==> src/rtl/tff_count_ctrl.sv <==
// tff_count_ctrl: a programmable modulo counter built from a bank of WIDTH
// toggle cells. Each cycle the controller derives a toggle vector from the
// count, the direction and the loaded limit, and applies it to the cells.
// Commands (START/STOP/LOAD/ONESHOT) arrive over a valid/ready handshake.
// tc pulses after a free-run wrap, and done pulses after a one-shot completes.
// Optional feature macro: TFF_CTRL_ONESHOT_EN enables the ONESHOT op and the
// ONE state. Without it, op 11 is accepted and ignored, and done stays 0.
module tff_count_ctrl #(
  parameter int unsigned WIDTH = 8
) (
  input  logic             clk,
  input  logic             rst,
  input  logic             cmd_valid,
  output logic             cmd_ready,
  input  logic [1:0]       cmd_op,
  input  logic [WIDTH-1:0] cmd_data,
  input  logic             up_dn,
  output logic [WIDTH-1:0] q,
  output logic [WIDTH-1:0] qbar,
  output logic [WIDTH-1:0] t_vec,
  output logic             busy,
  output logic             tc,
  output logic             done
);

  localparam logic [1:0] ST_IDLE = 2'd0;
  localparam logic [1:0] ST_RUN  = 2'd1;
  localparam logic [1:0] ST_LOAD = 2'd2;
`ifdef TFF_CTRL_ONESHOT_EN
  localparam logic [1:0] ST_ONE  = 2'd3;
`endif

  localparam logic [1:0] OP_START   = 2'b00;
  localparam logic [1:0] OP_STOP    = 2'b01;
  localparam logic [1:0] OP_LOAD    = 2'b10;
  localparam logic [1:0] OP_ONESHOT = 2'b11;

  logic [1:0]       state;
  logic [1:0]       state_nxt;
  logic [WIDTH-1:0] limit;
  logic             limit_we;
  logic             tc_nxt;
`ifdef TFF_CTRL_ONESHOT_EN
  logic             done_nxt;
`endif
  logic             accept;
  logic             cmd_hit;
  logic             in_one;
  logic             counting;
  logic             at_term;
  logic [WIDTH-1:0] t_up;
  logic [WIDTH-1:0] t_dn;

  assign cmd_ready = !rst && (state != ST_LOAD);
  assign accept    = cmd_valid && cmd_ready;
  assign busy      = (state != ST_IDLE);

`ifdef TFF_CTRL_ONESHOT_EN
  assign in_one  = (state == ST_ONE);
  assign cmd_hit = accept;
`else
  // Op 11 is still handshaken, but it must not pause a running count.
  assign in_one  = 1'b0;
  assign cmd_hit = accept && (cmd_op != OP_ONESHOT);
`endif

  assign counting = (state == ST_RUN) || in_one;
  assign at_term  = up_dn ? (q == limit) : (q == '0);

  // Ripple-AND toggle patterns for a binary increment (q) and decrement (qbar).
  always_comb begin
    t_up    = '0;
    t_dn    = '0;
    t_up[0] = 1'b1;
    t_dn[0] = 1'b1;
    for (int unsigned i = 1; i < WIDTH; i++) begin
      t_up[i] = t_up[i-1] & q[i-1];
      t_dn[i] = t_dn[i-1] & qbar[i-1];
    end
  end

  // Select the toggle vector applied at the next edge.
  always_comb begin
    t_vec = '0;
    if (state == ST_LOAD) begin
      t_vec = q;
    end else if (counting && !cmd_hit) begin
      if (!at_term) begin
        t_vec = up_dn ? t_up : t_dn;
      end else if (!in_one) begin
        t_vec = up_dn ? q : (q ^ limit);
      end
    end
  end

  // Command decoding, terminal handling and pulse generation.
  always_comb begin
    state_nxt = state;
    limit_we  = 1'b0;
    tc_nxt    = 1'b0;
`ifdef TFF_CTRL_ONESHOT_EN
    done_nxt  = 1'b0;
`endif
    if (state == ST_LOAD) begin
      state_nxt = ST_IDLE;
    end else if (cmd_hit) begin
      case (cmd_op)
        OP_START: state_nxt = ST_RUN;
        OP_STOP:  state_nxt = ST_IDLE;
        OP_LOAD: begin
          state_nxt = ST_LOAD;
          limit_we  = 1'b1;
        end
`ifdef TFF_CTRL_ONESHOT_EN
        OP_ONESHOT: state_nxt = ST_ONE;
`endif
        default: state_nxt = state;
      endcase
    end else if (counting && at_term) begin
`ifdef TFF_CTRL_ONESHOT_EN
      if (in_one) begin
        state_nxt = ST_IDLE;
        done_nxt  = 1'b1;
      end else begin
        tc_nxt = 1'b1;
      end
`else
      tc_nxt = 1'b1;
`endif
    end
  end

  // Toggle cells, controller state, limit and registered pulses.
  always_ff @(posedge clk) begin
    if (rst) begin
      q     <= '0;
      qbar  <= '1;
      limit <= '1;
      state <= ST_IDLE;
      tc    <= 1'b0;
    end else begin
      q     <= q ^ t_vec;
      qbar  <= ~(q ^ t_vec);
      state <= state_nxt;
      tc    <= tc_nxt;
      if (limit_we) begin
        limit <= cmd_data;
      end
    end
  end

`ifdef TFF_CTRL_ONESHOT_EN
  // One-shot completion pulse.
  always_ff @(posedge clk) begin
    if (rst) begin
      done <= 1'b0;
    end else begin
      done <= done_nxt;
    end
  end
`else
  assign done = 1'b0;
`endif

endmodule

==> config.mk <==
export PLATFORM = sky130hd
export DESIGN_NAME = tff_count_ctrl
export DESIGN_NICKNAME = d
export VERILOG_FILES = /design/src/rtl/tff_count_ctrl.sv
export SDC_FILE = /design/constraint.sdc
export NUM_CORES = 1
export LEC_CHECK = 0
export ABC_AREA = 0
export CAP_MARGIN = 30
export CORE_MARGIN = 3
export CORE_UTILIZATION = 54
export CTS_CLUSTER_SIZE = 30
export DETAILED_ROUTE_END_ITERATION = 16
export HOLD_SLACK_MARGIN = 0.12
export PLACE_DENSITY = 0.86
export REMOVE_ABC_BUFFERS = 1
export SLEW_MARGIN = 20
export SYNTH_ARGS = -nofsm -noshare
export SYNTH_HDL_FRONTEND = slang
export SYNTH_SLANG_ARGS = --single-unit
export TNS_END_PERCENT = 100
==> constraint.sdc <==
create_clock -name clk -period 5.3 [get_ports clk]
set_input_delay 0.795 -clock clk [delete_from_list [all_inputs] [get_ports clk]]
set_output_delay 0.795 -clock clk [all_outputs]
set_load 0.03 [all_outputs]
### Yosys cells after proc, flatten, opt, wreduce, memory -nomap -nowiden

Cells that the tools add are included.

* equal/unequal tests: 7
* mux-type cells: 11
* bitwise logic cells: 15
* reductions and logical operators: 14

Operators by type and width (number)
* 8-bit two-way mux: 5
* 8-bit XOR: 2
* 1-bit AND: 12
* 8-bit equality test: 1
* 8-bit logical NOT: 1
* 8-bit NOT: 1
* 2-bit one-hot mux with 3 select lines: 1
* 1-bit logical AND: 5
* 1-bit two-way mux: 5
* 2-bit by 1-bit equality test with 1-bit output (second input constant): 2
* 2-bit equality test (second input constant): 2
* 2-bit inequality test (second input constant): 2
* 3-bit nonzero test: 1
* 3-bit OR reduction: 1
* 1-bit logical NOT: 2
* 2-bit logical NOT: 1
* 2-bit AND reduction: 1
* 2-bit nonzero test: 1
* 2-bit OR reduction: 1

* bits in registers: 27
* input bits: 14
* output and inout bits: 28

### Longest topological paths before layout

* depth in word-level cells: 12
* depth in mapped cells: 8
* gate-level depth less buffers: 6

### Worst setup path before layout

OpenSTA, ideal clock, no wires.

* kind: in2out
* start: in up_dn
* end: out t_vec[7]
* arrival: 2299 ps
* setup slack: 2206 ps
* stages on the path: 6
* path buffers: 1
* path through: buf_2 nand4_1 or3_4 a21oi_1 a31oi_1 o22ai_1

* longest elaborated chain between the ends: 4
* elaborated cells between the ends (all ways): 6
* classes of those cells: mux (6)

Ends and longest elaborated chain
* start, declared: line 17 `input logic up_dn,`
* 8-bit two-way mux (tied with other cells): line 89 `t_vec = up_dn ? t_up : t_dn;`
* 8-bit two-way mux (*): line 88 `if (!at_term) begin`
* 8-bit two-way mux (*): line 87 `end else if (counting && !cmd_hit) begin`
* 8-bit two-way mux (*): line 85 `if (state == ST_LOAD) begin`
* end, declared: line 20 `output logic [WIDTH-1:0] t_vec,`

Every way passes the cells marked *; elsewhere a longest branch is shown, timed or not.

### Worst setup path after layout

* start: in up_dn
* end: out t_vec[2]

Same word-level chain as after synthesis.

==> flow_metrics.py <==
metrics = {
    "setup_path": {
        "cp.buffers_inverters": 2,
        "critPathTopFamily": "buffers and inverters",
        "cp_cell_sequence": "clkdlybuf4s50_1, nand4_1, or3_4, nand2_4, mux2i_1, nand2_1, clkdlybuf4s50_1",
        "path_class": "input pin to primary output",
        "worstPathArrival_ps": 3480,
        "cpPeakStageDelay_ps": 700,
        "slowest_stage": "clkdlybuf4s50_1",
        "startpoint_type": "input pin",
        "path_max_fanout": 11,
        "required_ps": 4510,
        "startpoint": "up_dn",
        "rr_startpoint": "q[0]$_SDFF_PP0_",
        "end_kind": "primary output",
        "crit_top_cell": "clkdlybuf4s50_1",
    },
    "sta": {
        "hold_violations": 0,
        "drv_slew": 0,
        "grt_setup_unrepaired": "false",
        "max_clock_freq_mhz": 234,
        "fin_skew_ps": 11.0,
        "finalCriticalPeriod_ps": 4270,
        "maxSlewHeadroom": 0.648,
        "fin_crit_sh": 0.806,
        "finalSetupViolations": 0,
        "setup_slack_ps": 1030,
        "tightest_slew_ps": 528,
        "tns_ps": 0,
    },
    "global_route": {
        "grt.overflow.total": 0,
        "grt_pass1_wl_mm": 7.10,
        "grt_pass1_vias": 1555,
        "antenna_found_initial": 0,
        "grt_usage": 0.216,
        "grt_max_degree": 17,
    },
    "power_and_ir_drop": {
        "combPwrFrac": 0.355,
        "p_seq_frac": 0.468,
        "switching_share": 0.356,
        "ir_worst_vdd_uv": 181,
        "p_int_uw": 322,
        "power_uw": 500,
        "power.leakage_nw": 0.865,
        "p_per_area_nw_per_um2": 228,
        "p_switching_uw": 178,
        "pwr-share-clk": 0.177,
    },
    "routing": {
        "via_count": 1628,
        "ant_nets": 0,
        "drt_pass1_iterations": 6,
        "drc": 0,
        "routed_via_density": 5.79,
        "wl_per_cell_um": 14.9,
        "initialDrtViolationCount": 114,
        "routed_wl_mm": 4.19,
    },
    "cts": {
        "cts_sinks": 27,
        "clk_latency_ps": 320,
        "clock_path_buffers": 2,
        "cts_inserted_buffers": 3,
        "cts_max_level": 1,
        "clk_pin_slew_ps": 130,
        "post-cts-setup-buffers": 0,
        "cts_resized": 0,
        "cts_tree": "built",
        "root_buffer": "clkbuf_4",
        "hold_buffers": 0,
    },
    "finish": {
        "drive_gt1_frac": 0.105,
        "fin_nets": 255,
        "nFillCells": 287,
        "area.sequential_sq_um": 541,
        "antenna_cells": 0,
        "post-route-util": 0.707,
        "final_design_area_no_fill_sq_um": 2190,
        "multi_input_area_sq_um": 1130,
        "syn2layout_area_growth_pct": 23.0,
    },
    "floorplanning": {
        "die_w_um": 63.5,
        "die_area_sq_um": 4030,
        "die_y_um": 63.5,
        "ios": 42,
        "core_sq_um": 3100,
        "fp-row-count": 20,
        "start_util": 0.575,
    },
    "place": {
        "place_congestion": 0.914,
        "dpl.hpwl_mm": 3.19,
        "place_area_sq_um": 2170,
        "io_buffers": 40,
        "pre_cts_slack_ps": 1090,
    },
    "yosys": {
        "synth_most_common_cell": "dfxtp_1",
        "yosys-top-cells-count": "dfxtp_1 (27), nand2_1 (15), nor2b_1 (15), nor2_1 (12)",
        "synth_largest_area_cell": "dfxtp_1",
        "ys_ff_latch": 27,
        "synth_top_area_share": 0.303,
        "synth_area_per_cell_sq_um": 8.66,
        "async_reset_ff_frac": 0,
        "syn_inst": 206,
        "synth_cell_types": 53,
        "synth_ff_type": "dfxtp_1",
        "syn-cell-area_sq_um": 1780,
        "yosysSeqAreaShare": 0.303,
        "synth_edf_count": 0,
        "synth_area_leaders": "dfxtp_1 (30%), nor2b_1 (5.3%), xnor2_1 (4.4%)",
        "yosysWarnings": 0,
    },
    "hold_path": {
        "hold_path_class": "register to register",
        "worstHoldStart": "state[0]$_SDFFE_PP0P_",
    },
    "run_status": {
        "status": "completed",
    },
    "job": {
        "max_cap_violations": 0,
    },
}
## routing by layer
layer,part of all wire,vias to the layer above,wire length [um],GRT usage
met2,0.50,60,2100,0.373
met5,0,-,0,0
li1,-,786,-,-
met4,0.011,0,46,0.0620
met1,0.44,772,1830,0.269
met3,0.052,10,219,0.0446
## registers in the layout (all words and copies together) (netlist names)
signal  flops
q           8
limit       8
qbar        8
tc          1
state       2
## logic make-up after synthesis
group	count (synthesis)	share of synthesized area
and+or+nand+nor	79	0.252
AOI/OAI and AO/OA	48	0.191
DFF	27	0.303
buffers and inverters	21	0.0631
muxes	14	0.0919
xor gates and xnor gates	13	0.0764
adders and majority gates	3	0.0210
other	1	0.00210
## placed cells by master (no fill, tap or decap), types with 4 or more instances in the layout
cell type / instances
nor2_1: 12
nand2b_1: 6
dfxtp_1: 27
inv_1: 4
o21ai_0: 8
a21oi_1: 9
a211o_1: 8
nand2_1: 15
nor3_1: 6
nand3_1: 4
xnor2_1: 9
mux2i_1: 7
nor2b_1: 15
clkdlybuf4s50_1: 40
mux2_4: 4
and2_1: 4
a21o_1: 4
## power groups by stage
stage	clock (mW)	combinational, mW	sequential (mW)
CTS	0.0898	0.177	0.234
floorplan	0	0.0985	0.251
detailed placement	0	0.176	0.238
global placement	0	0.174	0.238
finish	0.0884	0.178	0.234
global route	0.100	0.192	0.236
## worst reg2reg max path, stage by stage (launching register included)
cell     delay [ps]
dfxtp_1         590
xnor2_1         190
nand4_1         210
or3_4           490
nand2_4         110
mux2i_1         400
mux2_4          330
## worst paths after layout
path / to / slack [ps] / cells after the start
worst min-delay path: state[0]$_SDFFE_PP0P_ / 510 / 2
worst max register to register: q[2]$_SDFF_PP0_ / 2910 / 6
worst min register to register: state[0]$_SDFFE_PP0P_ / 510 / 2
worst max-delay path: t_vec[2] / 1030 / 7
## per-stage QoR
step / std cells / hold slack (ps)
6_report: 281 / 507
5_1_grt: 281 / 550
4_1_cts: 281 / 511
3_5_place_dp: 277 / 493
3_3_place_gp: 277 / 483
2_1_floorplan: 190 / 461
## layout make-up
class	count	share of cell area
well taps	44	0.0251
inverters	5	0.00855
flip-flops and latches	27	0.246
clock buffers	4	0.0120
repair buffers	43	0.193
multi-input cells	158	0.515
Note: power is estimated with default switching activity, not from simulation.
